**src/rtl/cover_event_serializer.sv**
```systemverilog
// Deduplicating coverage-hit serializer: collects per-point hit strobes and
// reports each newly covered point once, round-robin, over a valid/ready port.
module cover_event_serializer #(
    parameter int unsigned     WIDTH       = 65,
    parameter longint unsigned COVER_INDEX = 0,
    parameter int unsigned     IDX_W       = 64
) (
    input  logic                         clock,
    input  logic                         reset,
    input  logic [WIDTH-1:0]             valid,
    input  logic                         clear,
    output logic                         out_valid,
    input  logic                         out_ready,
    output logic [IDX_W-1:0]             out_index,
    output logic [$clog2(WIDTH+1)-1:0]   hit_count,
    output logic                         all_covered
);

    localparam int unsigned     PTR_W = (WIDTH > 1) ? $clog2(WIDTH) : 1;
    localparam int unsigned     HC_W  = $clog2(WIDTH + 1);
    localparam logic [PTR_W-1:0] LAST = PTR_W'(WIDTH - 1);

    logic [WIDTH-1:0] pending;
    logic [WIDTH-1:0] seen;
    logic [PTR_W-1:0] ptr;

    logic             slot_free;
    logic             load;
    logic             found_hi;
    logic             found_lo;
    logic [PTR_W-1:0] sel_hi;
    logic [PTR_W-1:0] sel_lo;
    logic [PTR_W-1:0] sel_idx;
    logic [WIDTH-1:0] sel_onehot;
    logic [WIDTH-1:0] pending_next;
    logic [WIDTH-1:0] seen_next;

    assign slot_free = !out_valid || out_ready;
    assign load      = slot_free && (pending != '0) && !clear && !reset;

    // Round-robin pick: first pending bit at/after ptr, else first pending bit overall.
    always_comb begin
        found_hi = 1'b0;
        found_lo = 1'b0;
        sel_hi   = '0;
        sel_lo   = '0;
        for (int unsigned i = 0; i < WIDTH; i++) begin
            if (!found_hi && pending[i] && (PTR_W'(i) >= ptr)) begin
                found_hi = 1'b1;
                sel_hi   = PTR_W'(i);
            end
            if (!found_lo && pending[i]) begin
                found_lo = 1'b1;
                sel_lo   = PTR_W'(i);
            end
        end
        sel_idx = found_hi ? sel_hi : sel_lo;
    end

    always_comb begin
        sel_onehot = '0;
        if (load) begin
            sel_onehot = {{(WIDTH-1){1'b0}}, 1'b1} << sel_idx;
        end
        pending_next = (pending | (valid & ~seen)) & ~sel_onehot;
        seen_next    = seen | sel_onehot;
    end

    always_ff @(posedge clock) begin
        if (reset) begin
            pending     <= '0;
            seen        <= '0;
            ptr         <= '0;
            hit_count   <= '0;
            all_covered <= 1'b0;
            out_valid   <= 1'b0;
            out_index   <= '0;
        end else if (clear) begin
            // History is wiped, but an index already in the output register is still delivered.
            pending     <= '0;
            seen        <= '0;
            ptr         <= '0;
            hit_count   <= '0;
            all_covered <= 1'b0;
            if (out_valid && out_ready) begin
                out_valid <= 1'b0;
            end
        end else begin
            pending     <= pending_next;
            seen        <= seen_next;
            all_covered <= &seen_next;
            if (load) begin
                out_valid <= 1'b1;
                out_index <= IDX_W'(COVER_INDEX) + IDX_W'(sel_idx);
                ptr       <= (sel_idx == LAST) ? '0 : sel_idx + PTR_W'(1);
                hit_count <= hit_count + HC_W'(1);
            end else if (out_valid && out_ready) begin
                out_valid <= 1'b0;
            end
        end
    end

endmodule

```
**config.mk**
```make
export PLATFORM = sky130hd
export DESIGN_NAME = cover_event_serializer
export DESIGN_NICKNAME = d
export VERILOG_FILES = /design/src/rtl/cover_event_serializer.sv
export SDC_FILE = /design/constraint.sdc
export NUM_CORES = 1
export LEC_CHECK = 0
export CAP_MARGIN = 20
export CORE_MARGIN = 2
export CORE_UTILIZATION = 56
export CTS_CLUSTER_DIAMETER = 50
export CTS_CLUSTER_SIZE = 12
export DETAILED_ROUTE_END_ITERATION = 8
export PLACE_DENSITY_LB_ADDON = 0.08
export SYNTH_ARGS = -nofsm -noshare
export SYNTH_HDL_FRONTEND = slang
export SYNTH_SLANG_ARGS = --single-unit
```
**constraint.sdc**
```tcl
create_clock -name clock -period 5.2 [get_ports clock]
set_input_delay 1.04 -clock clock [delete_from_list [all_inputs] [get_ports clock]]
set_output_delay 1.04 -clock clock [all_outputs]
set_load 0.1 [all_outputs]
```
* Yosys cells after proc, flatten, opt, wreduce, memory -nomap -nowiden
Index checks and enable logic that the tools add are counted.
Cells by class: add/subtract/negate cells 2, magnitude comparators 65, equal/unequal tests 1, shifts and indexed selects 1, multiplexer cells 263, bitwise operators 7, reduce and logical (&&, ||, !) cells 333
Operators with widths (number):
- $mux 7 | 128
- $ge 6x7->1 const A | 32
- $logic_and 1x1->1 | 197
- $mux 1 | 134
- $logic_not 1->1 | 131
- $and 65x65->65 | 2
- $not 65->65 | 2
- $or 65x65->65 | 2
- $ge 5x7->1 const A | 16
- $mux 65 | 1
- $reduce_and 65->1 | 1
- $reduce_bool 65->1 | 1
- $shl 1x7->65 const A | 1
- $ge 4x7->1 const A | 8
- $ge 3x7->1 const A | 4
- $add 7x1->7 const B | 2
- $ge 1x7->1 const A | 2
- $ge 2x7->1 const A | 2
- $eq 7x7->1 const B | 1
- $ge 7x7->1 const A | 1
- $reduce_and 2->1 | 1
- $reduce_or 2->1 | 1
- $logic_or 1x1->1 | 1
- $not 1->1 | 1
Storage, ports and cells: flip-flop bits (word level) 153, bits of input ports 69, word-level logic and storage cells 679

* Depth between registers and ports, before layout
depth after elaboration 264, gate-level depth with buffers 22, mapped depth without buffers 17

* Worst setup path before layout
No wires, ideal clock.
kind reg2reg, start register ptr[0], end register all_covered, arrival time 4527 ps, data required time 5139 ps, slack 612 ps, cell stages (with the launch flop) 21, path buffers 5, cell sequence dfxtp_1 > buf_4 > buf_4 > buf_2 > a21boi_0 > o22ai_2 > o2111ai_2 > a211oi_2 > buf_4 > and4_1 > o211ai_1 > and4b_1 > a41oi_1 > ha_1 > ha_1 > clkbuf_1 > a21oi_1 > or3b_1 > or4_1 > nor4_1 > and4_1
On the way: word-level cells in the longest chain between the ends 264, elaborated cells on any way between the ends 392, those cells by class 65 x order compare; 1 x shift; 131 x mux; 1 x bitwise; 194 x reduce/logical
Ends and longest elaborated chain:
- start: declaration | RTL line 25 | logic [PTR_W-1:0] ptr;
- start signal: assignment | RTL line 95 | ptr <= (sel_idx == LAST) ? '0 : sel_idx + PTR_W'(1);
- $ge 1x7->1 | RTL line 48 | if (!found_hi && pending[i] && (PTR_W'(i) >= ptr)) begin
- $logic_and 1x1->1 | RTL line 48
- $mux 1 | RTL line 48
- $logic_not 1->1 | RTL line 48
- $logic_and 1x1->1 (2 in series) | RTL line 48
- $mux 1 | RTL line 48
- $logic_not 1->1 | RTL line 48
- $logic_and 1x1->1 (2 in series) | RTL line 48
- (+246 left out)
- $logic_and 1x1->1 (2 in series) | RTL line 48
- $mux 7 or $mux 1 (tied branches) | RTL line 48
- $mux 7 (*) | RTL line 57 | sel_idx = found_hi ? sel_hi : sel_lo;
- net sel_idx[1] | RTL line 33 | logic [PTR_W-1:0] sel_idx;
- $shl 1x7->65 (*) | RTL line 63 | sel_onehot = {{(WIDTH-1){1'b0}}, 1'b1} << sel_idx;
- $mux 65 (*) | RTL line 62 | if (load) begin
- $or 65x65->65 (*) | RTL line 66 | seen_next = seen | sel_onehot;
- $reduce_and 65->1 (*) | RTL line 91 | all_covered <= &seen_next;
- end signal: assignment | RTL line 91
- end: declaration | RTL line 16 | output logic all_covered
Mark *: on every way through the listed nets, which the timed path passes. The rest lies on a longest branch. A chain may end at the register's enable or synchronous reset.

* Worst setup path after layout
start register ptr[6], end register all_covered
Same word-level chain as after synthesis.

==> metrics.yaml <==
setup_path:
  critPathArrivalTime_ps: 5400
  cp-end-kind: "register"
  cp_max_fo: 12
  required_ps: 5560
  crit_type: "reg -> reg"
  crit_path_start_kind: "register"
global_route:
  track_usage_pct: 44.0
  grt_util_met1_pct: 58.7
  grt_use_met3_pct: 8.41
  grt_max_degree: 76
  use_met2_pct: 67.0
  grt_first_pass_wirelength_um: 61700
  overflow: 0
  busiest_layer: "met2"
  grt_antenna_before_repair: 0
  first_global_vias: 10500
floorplan:
  die_w_um: 137
  dieArea_um2: 18600
  start_util_pct: 57.1
  ios: 142
  die-height_um: 137
  fp.coreArea_um2: 17200
  row_count: 48
cells_and_area:
  final_cell_mix: "buf_4, dfxtp_1, nor2_1"
  num-fill-cells: 1324
  stdcell_area_um2: 12300
  mostFrequentLayoutCell: "buf_4"
  final_nets: 1514
  area_growth_pct: 24.7
  antennaDiodeCount: 0
  drive_gt1_share_pct: 17.8
  fin_util_pct: 71.2
hold_path:
  hold_path_class: "reg -> reg"
timing:
  hold_viol_final: 0
  grt_setup_unrepaired: "no"
  slew_headroom_pct: 33.9
  final.setup_skew_ps: 12.7
  post-route-min-period_ps: 5030
  fin_crit_sh_pct: 96.8
  finalMaxSlewViolations: 0
  fmax_mhz: 199
  worst_slew_pin_slew_ps: 989
  setup_violations: 0
power_and_ir_drop:
  power_density_nw_per_um2: 305
  power_frac_seq_pct: 33.7
  power_w: 0.00375
  combPwrFrac_pct: 33.5
  switching_share_pct: 38.2
  p_sw_w: 0.00143
  clockPowerShare_pct: 32.8
  ir_drop_mv: 0.230
  p_leak_nw: 4.66
  p_int_w: 0.00232
placed_design:
  routabilityCongestion: 1.12
  place_area_um2: 11500
  hpwl_um: 31200
  io_buffers: 84
clock_tree:
  cts_buffers: 17
  h-tree-depth: 4
  cts_tree: "yes"
  clk_latency_ps: 420
  clockBufferDepth: 2
  clkSinkCount: 153
  cts.clk_slew.worst_paths_ps: 70
  cts.root.buffer_cell: "clkbuf_16"
drt:
  vias_per_cell: 6.89
  drt_iter0_drc: 1916
  wl_um: 41000
  drc: 0
  wire_per_inst_um: 24.5
  firstDrtPassIters: 8
  num_vias: 11600
  ant_nets: 0
yosys:
  netlist_top_cells_area: "dfxtp_1, a21oi_1, buf_4, nor2_1, o21ai_0"
  async_flop_share_pct: 0
  synth_warnings: 0
  syn_area_per_cell_um2: 7.79
  synth_area_leader_cell: "dfxtp_1"
  syn_inst: 1263
  synth_ff_type: "dfxtp_1"
  netlist.area_leader.share_pct: 31.1
  synth.distinct_cells: 98
  synth_edf_count: 0
  synth-seq-cells: 153
  netlist_area_um2: 9840
  seq_area_frac_synth_pct: 31.1
job:
  maxCapViolCount: 0
status:
  run_status: "complete, no violations"
## Yosys cell counts (6+ instances only)
library cell,count
or2_2,12
and2_1,21
nor2_1,134
and4_1,6
nor4_1,30
o211ai_1,15
nand2_1,69
and3_1,10
o21a_1,11
nand3_1,30
a21o_1,9
buf_4,70
nand4_1,17
dfxtp_1,153
a311oi_1,8
or4_1,8
o21ai_0,70
o21bai_1,6
ha_1,6
a22oi_1,8
o311ai_1,6
a31oi_1,31
nor3_1,37
o31ai_1,12
a21oi_1,120
a211oi_1,16
buf_2,19
nand2b_1,17
nor2b_1,38
a221oi_1,14
a41oi_1,21
inv_1,46
clkbuf_1,44
a211o_1,8
## stage by stage
stage	setup TNS, ps	worst slack, ps	hold WS [ps]	cells
6_report	0	165	459	1677
5_1_grt	0	6.57	481	1677
4_1_cts	0	118	462	1673
3_5_place_dp	-4.56	-4.56	453	1641
3_3_place_gp	-49.1	-49.1	445	1641
2_1_floorplan	0	612	435	1319
## metal layers
layer	up-vias	part of all wire (%)
met3	191	12
met1	5442	38
li1	4989	-
met2	931	43
met5	-	0
met4	0	6.7
## path summary, 6_finish.rpt
kind	depth (start not counted)	slack, ps	start	endpoint
max reg2reg	19	170	ptr[6]$_SDFFE_PP0P_	all_covered$_SDFF_PP0_
min	2	460	out_index[2]$_SDFFE_PP0P_	out_index[2]$_SDFFE_PP0P_
max	19	170	ptr[6]$_SDFFE_PP0P_	all_covered$_SDFF_PP0_
min reg2reg	2	460	out_index[2]$_SDFFE_PP0P_	out_index[2]$_SDFFE_PP0P_
## cell type report
cell class / count / area [um2] / share of cell area, %
multi-input combinational: 981 / 6140 / 50.0
timing repair buffer: 237 / 2020 / 16.4
sequential: 153 / 3070 / 25.0
clock buffer: 19 / 453 / 3.69
inverter: 49 / 184 / 1.50
tap: 225 / 282 / 2.29
clock inverter: 13 / 129 / 1.05
## critical path, stage by stage, from the launching register on
cell and delay, ps:
dfxtp_1 540, nor4b_1 150, buf_4 170, o311ai_2 340, o2111ai_2 230, a211oi_2 320
buf_4 250, nand4_4 190, nor2_2 220, o21a_1 180, a41oi_2 70, buf_4 200
inv_1 80, ha_1 220, nor4b_4 240, a31oi_1 140, or3b_1 430, or4_1 490
nor4_1 310, and4_1 210
## flip-flops by register name, summed over array words and instances, names as in the netlist
register,count
pending,65
seen,65
hit_count,7
out_index,7
ptr,7
all_covered,1
out_valid,1
## power groups by stage
stage	registers, W	logic [W]	clock network [W]
after CTS	0.00125	0.00119	0.00123
after global routing	0.00126	0.00130	0.00128
after global placement	0.00128	0.00117	0
after detailed placement	0.00128	0.00117	0
final	0.00126	0.00126	0.00123
after floorplan	0.00129	0.000729	0
## logic make-up (layout without fill, tap and decap cells)
logic type	Yosys count	count (layout)	synth area share [%]
other cells	1	57	0.0381
xor+xnor	9	9	0.801
mux	3	3	0.331
compound gates	437	437	30.9
flops	153	153	31.1
simple gates	469	469	25.9
buf+inv	185	318	10.1
fa+ha+maj	6	6	0.763
## timing repair
| item | 4_1_cts | 5_1_grt |
|---|---|---|
| setup buffers | 0 | 3 |
| pin swaps | 0 | 5 |
| gates resized for setup | 1 | 27 |
| hold buffers | 0 | 0 |
| setup endpoints to repair | 1 | 1 |
No activity file was read; power rests on OpenSTA's default activity.
